[src/rtl/ram_cmd_initiator.sv]
// Host-to-RAM command initiator: turns single read/write requests into paced
// {cmd, payload} pulses on din/rx_valid, skips reloading addresses, times out reads.
module ram_cmd_initiator #(
  parameter int CMD_GAP    = 2,
  parameter int TIMEOUT    = 16,
  parameter int ADDR_CACHE = 1
) (
  input  logic       clk,
  input  logic       rst,
  input  logic       req_valid,
  output logic       req_ready,
  input  logic       req_write,
  input  logic [7:0] req_addr,
  input  logic [7:0] req_wdata,
  output logic [9:0] din,
  output logic       rx_valid,
  input  logic [7:0] dout,
  input  logic       tx_valid,
  output logic       rsp_valid,
  output logic [7:0] rsp_data,
  output logic       rsp_err
);

  localparam int GW = (CMD_GAP > 1) ? $clog2(CMD_GAP) : 1;
  localparam int TW = $clog2(TIMEOUT + 1);

  localparam logic [1:0] CMD_WA = 2'b00;
  localparam logic [1:0] CMD_WD = 2'b01;
  localparam logic [1:0] CMD_RA = 2'b10;
  localparam logic [1:0] CMD_RD = 2'b11;

  typedef enum logic [2:0] {S_IDLE, S_ADDR, S_DATA, S_GAP, S_WAIT_RD} state_t;

  typedef struct packed {
    logic       write;
    logic [7:0] addr;
    logic [7:0] wdata;
  } req_t;

  state_t        state, state_nxt, ret, ret_nxt;
  req_t          cur, req_in, eff;
  logic [GW-1:0] gap_cnt, gap_cnt_nxt;
  logic [TW-1:0] to_cnt, to_cnt_nxt;
  logic [9:0]    din_nxt;
  logic          accept, hit, rd_done, rd_to;
  logic          wr_vld, rd_vld;
  logic [7:0]    wr_addr, rd_addr;

  assign req_in    = {req_write, req_addr, req_wdata};
  // Requests are taken straight from the ports on the accept cycle.
  assign eff       = (state == S_IDLE) ? req_in : cur;
  assign req_ready = (state == S_IDLE) & ~rst;
  assign accept    = req_valid & req_ready;
  assign rx_valid  = (state == S_ADDR) | (state == S_DATA);

  always_comb begin
    hit = 1'b0;
    if (ADDR_CACHE != 0)
      hit = req_write ? (wr_vld && wr_addr == req_addr) : (rd_vld && rd_addr == req_addr);
  end

  always_comb begin
    state_nxt   = state;
    ret_nxt     = ret;
    gap_cnt_nxt = gap_cnt;
    to_cnt_nxt  = to_cnt;
    rd_done     = 1'b0;
    rd_to       = 1'b0;
    din_nxt     = din;
    case (state)
      S_IDLE: begin
        if (accept) state_nxt = hit ? S_DATA : S_ADDR;
      end
      S_ADDR: begin
        ret_nxt     = S_DATA;
        gap_cnt_nxt = '0;
        state_nxt   = (CMD_GAP == 0) ? S_DATA : S_GAP;
      end
      S_DATA: begin
        if (cur.write) begin
          ret_nxt     = S_IDLE;
          gap_cnt_nxt = '0;
          state_nxt   = (CMD_GAP == 0) ? S_IDLE : S_GAP;
        end else begin
          to_cnt_nxt = '0;
          state_nxt  = S_WAIT_RD;
        end
      end
      S_GAP: begin
        if (gap_cnt == GW'(CMD_GAP - 1)) state_nxt = ret;
        else gap_cnt_nxt = gap_cnt + 1'b1;
      end
      S_WAIT_RD: begin
        // The 11 pulse refreshes dout, so any tx_valid seen here is current.
        if (tx_valid) begin
          rd_done   = 1'b1;
          state_nxt = S_IDLE;
        end else if (to_cnt == TW'(TIMEOUT - 1)) begin
          rd_to     = 1'b1;
          state_nxt = S_IDLE;
        end else if (to_cnt != {TW{1'b1}}) begin
          to_cnt_nxt = to_cnt + 1'b1;
        end
      end
      default: state_nxt = S_IDLE;
    endcase

    if (state_nxt == S_ADDR)
      din_nxt = {eff.write ? CMD_WA : CMD_RA, eff.addr};
    else if (state_nxt == S_DATA)
      din_nxt = eff.write ? {CMD_WD, eff.wdata} : {CMD_RD, 8'h00};
  end

  always_ff @(posedge clk or posedge rst) begin
    if (rst) begin
      state     <= S_IDLE;
      ret       <= S_IDLE;
      gap_cnt   <= '0;
      to_cnt    <= '0;
      cur       <= '0;
      din       <= '0;
      wr_vld    <= 1'b0;
      wr_addr   <= '0;
      rd_vld    <= 1'b0;
      rd_addr   <= '0;
      rsp_valid <= 1'b0;
      rsp_data  <= '0;
      rsp_err   <= 1'b0;
    end else begin
      state   <= state_nxt;
      ret     <= ret_nxt;
      gap_cnt <= gap_cnt_nxt;
      to_cnt  <= to_cnt_nxt;
      din     <= din_nxt;
      if (accept) cur <= req_in;
      if (state == S_ADDR) begin
        if (cur.write) begin
          wr_vld  <= 1'b1;
          wr_addr <= cur.addr;
        end else begin
          rd_vld  <= 1'b1;
          rd_addr <= cur.addr;
        end
      end
      // A lost read leaves the RAM's read address in doubt.
      if (rd_to) rd_vld <= 1'b0;
      rsp_valid <= rd_done | rd_to;
      if (rd_done) begin
        rsp_data <= dout;
        rsp_err  <= 1'b0;
      end else if (rd_to) begin
        rsp_data <= '0;
        rsp_err  <= 1'b1;
      end
    end
  end

endmodule
[config.mk]
export PLATFORM = sky130hd
export DESIGN_NAME = ram_cmd_initiator
export DESIGN_NICKNAME = d
export VERILOG_FILES = /design/src/rtl/ram_cmd_initiator.sv
export SDC_FILE = /design/constraint.sdc
export NUM_CORES = 1
export LEC_CHECK = 0
export CAP_MARGIN = 20
export CORE_MARGIN = 2
export CORE_UTILIZATION = 40
export CTS_BUF_LIST = sky130_fd_sc_hd__clkbuf_4 sky130_fd_sc_hd__clkbuf_8
export CTS_CLUSTER_SIZE = 25
export DETAILED_ROUTE_END_ITERATION = 8
export GPL_ROUTABILITY_DRIVEN = 0
export MAX_ROUTING_LAYER = met4
export RECOVER_POWER = 50
export SLEW_MARGIN = 40
export SYNTH_ARGS = -nofsm -noshare
export SYNTH_HDL_FRONTEND = slang
export SYNTH_SLANG_ARGS = --single-unit
[constraint.sdc]
create_clock -name clk -period 3.01 [get_ports clk]
set_input_delay 0.7525 -clock clk [delete_from_list [all_inputs] [get_ports clk]]
set_output_delay 0.7525 -clock clk [all_outputs]
set_load 0.01 [all_outputs]
==> results.md <==
* RSZ-0062 raised after global routing: no
* Routed WL at 6890 um
* Clk_lat worst skew at around 0.34 ns
* Final Util at between 50% and 60%
* Setup bufs post-CTS at 0
* I/O Buffers at 50
* Initial antenna violation count at 0
* Fraction of registers with async set/reset at 100%
* Status: finished clean
* Critical R2R Capture: to_cnt[3]
* HPWL Detailed at 4760 um
* Diodes inserted at 0
* CP Launch Type: primary input
* Via-to-Cell Ratio at ~5
* CP Data Arrival Time at ~2.1 ns
* DR pass1 iterations at 4
* Vias at between 2000 and 2500
* Clock period minus final worst setup slack at approximately 2.8 ns
* Number of synthesized flops with an enable pin at 0
* CTS sink cnt at between 60 and 70
* Hold Slack at between 0.4 and 0.5 ns
* Max Slew Vio Count at 0
* DRT antenna net count at 0
* Total grt overflow at 0
* GRT Overall Usage at about 18%
* Die area at between 8000 and 9000 um^2
* Worst Tran Pin Value at 0.936 ns
* CP max stage cell: clkdlybuf4s50_1
* CTS tree: yes
* Critical path class: in -> out
* Global-route wire length before repair at about 12000 um
* Cts bufs inserted at 9
* Period Utilization, post-route at a little over nine tenths
* Ratio of cells with drive above 1 in the final layout at approximately 14%
* Clk root buf: clkbuf_8
* Count leader, synth: nand2_1
* Reg clk slew, reported paths at approximately 0.07 ns
* Synth top area cells: dfrtp_1, nand2_1, mux2i_1, mux2_2, xor2_1
* Initial DRC count at 107
* Synthesis warning total at 0
* CTS H-tree lvls at 3
* Top post-synthesis cells by count: nand2_1, dfrtp_1, mux2i_1, mux2_2, xor2_1
* Leak at 0.00189 uW
* Post-synthesis sequential area ratio at around 53%
* Worst path cell trace: dlygate4sd3_1 -> nor4_1 -> clkdlybuf4s50_1
* Syn Nets at ~330
* Hold path cells at 2
* Hold_sp: cur[4]
* Row cnt at 32
* CP Capture Type: primary output
* Final #Nets at 386
* Area added between synthesis and finish at 28.2%
* Worst Hold End: cur[4]
* Vias in the first global route at 2336
* Top Ports at between 50 and 60
* Worst path bufs/invs at 2
* Crit path largest cell delay at just under 0.6 ns
* Avg Cell Area, Syn at approximately 10 um^2
* Peak VDD IR at about 0.36 mV
* Slew headroom at between 30% and 40%
* Synth Cell Area at 3090 um^2
* Die height at 91.9 um
* Avg WL per Cell at between 10 and 15 um
* Reg-to-reg startpoint: to_cnt[0]
* Most used flip-flop cell after synthesis: dfrtp_1
* CP delay by family, top: buffers and inverters
* MaxCap Viol Count at 0
* R2R cell count at 7
* Max Clk Rate at approximately 350 MHz
* Worst-path maximum fanout at 2
* Post-synth top area share at 52.6%
* Fillers at between 600 and 700
* Core ar. at ~7600 um^2
* Synth cell types at 40
* Most area-hungry cell type in the Yosys netlist: dfrtp_1
* Clock buffer depth at 2
* Setup TNS at 0 ns
* Largest net degree at the start of global routing at 39
* Setup Viol. Count Final at 0
* Number of synthesized register bits at 65
* Die X at ~92 um
* Post-Synthesis Cells at between 200 and 300
* Hold Vio Cnt, Final at 0
* Power Density at roughly 980 nW/um^2
* Starting Density at 40.7%
* CP Data Required Time at 2.26 ns
* Clock skew at between 0.01 and 0.015 ns
* # hold bufs at CTS at 0
* R2r setup slk at 0.57 ns
* Number of remaining DRC errors at 0
* Worst hold path class: reg -> reg
* CTS resizes at 0
tightest hold or removal path, stage by stage, from the launching register on:
cell and delay [ns]:
dfrtp_1 0.35, nand2_1 0.05, nand2_1 0.05
state kept, by name, indices dropped and copies added (netlist names):
register and flops:
rsp_data 8, ret 1, gap_cnt 1, rd_vld 1, state 3, to_cnt 5, rsp_err 1, cur 17
rd_addr 8, din 10, wr_vld 1, wr_addr 8, rsp_valid 1
how the worst max path moves through the flow:
stage,from,to,slack (ns),depth (start not counted)
6_report,rst,req_ready,0.18,3
5_1_grt,rst,rd_addr[0],0.17,4
4_1_cts,rst,req_ready,0.28,3
3_5_place_dp,rst,req_ready,0.28,3
3_3_place_gp,rst,req_ready,0.28,3
2_1_floorplan,rst,din[0],0.02,7
layout make-up:
class | instances | area, um^2 | area share [%]
Clock buffer | 11 | 151 | 3.82
Tap cell | 102 | 128 | 3.22
Sequential cell | 65 | 1630 | 41.0
Clock inverter | 5 | 77.6 | 1.96
Timing Repair Buffer | 62 | 582 | 14.7
Inverter | 5 | 20.0 | 0.505
Multi-Input combinational cell | 211 | 1380 | 34.8
metal layers:
metal  vias to the layer above  part of all wire (%)  GRT usage (%)
met1                      1159                    47           24.9
met5                         -                     0              -
met4                         0                  0.90           7.21
met2                        46                    47           27.6
li1                       1129                     -              -
met3                         6                   5.4           3.12
cells by family after synthesis:
kind of cell	count (synthesis)	share of synthesized area [%]
AO/OA/AOI/OAI	36	7.77
XOR/XNOR	18	5.10
adder cells (fa/ha/maj)	3	1.21
buffers and inverters	20	2.87
flip-flops	65	52.6
multiplexers	41	14.0
AND/OR/NAND/NOR	113	16.5
where the power goes:
| group | switching (uW) | internal, uW | total, uW | leakage (uW) |
|---|---|---|---|---|
| clock network | 339 | 509 | 848 | 0.000115 |
| registers | 282 | 1240 | 1520 | 0.000820 |
| logic | 728 | 810 | 1540 | 0.000950 |
| total | 1350 | 2550 | 3900 | 0.00189 |
cells in the final DEF (no fill, tap or decap), drive strengths merged, types with 2 or more instances in the layout:
cell type	instances
xor2	12
buf	9
nor3	3
xnor2	6
clkinvlp	2
or2	2
dfrtp	65
a22o	8
a21oi	6
and3	4
clkbuf	14
nor4	3
inv	4
nand2	71
mux2i	24
clkdlybuf4s50	49
nor2	10
nand3	11
bufinv	2
nor3b	2
o21ai	13
ha	3
clkinv	2
mux2	17
or3b	3
through the flow:
step	cells	instance area (um^2)	power [uW]	worst slack, ns
6_report	461	3970	3900	0.184
3_3_place_gp	444	3740	3050	0.283
3_5_place_dp	445	3760	3100	0.281
4_1_cts	461	3990	3960	0.277
2_1_floorplan	296	3100	2500	0.0227
5_1_grt	461	3970	4200	0.170
No activity file was read; power rests on OpenSTA's default activity.
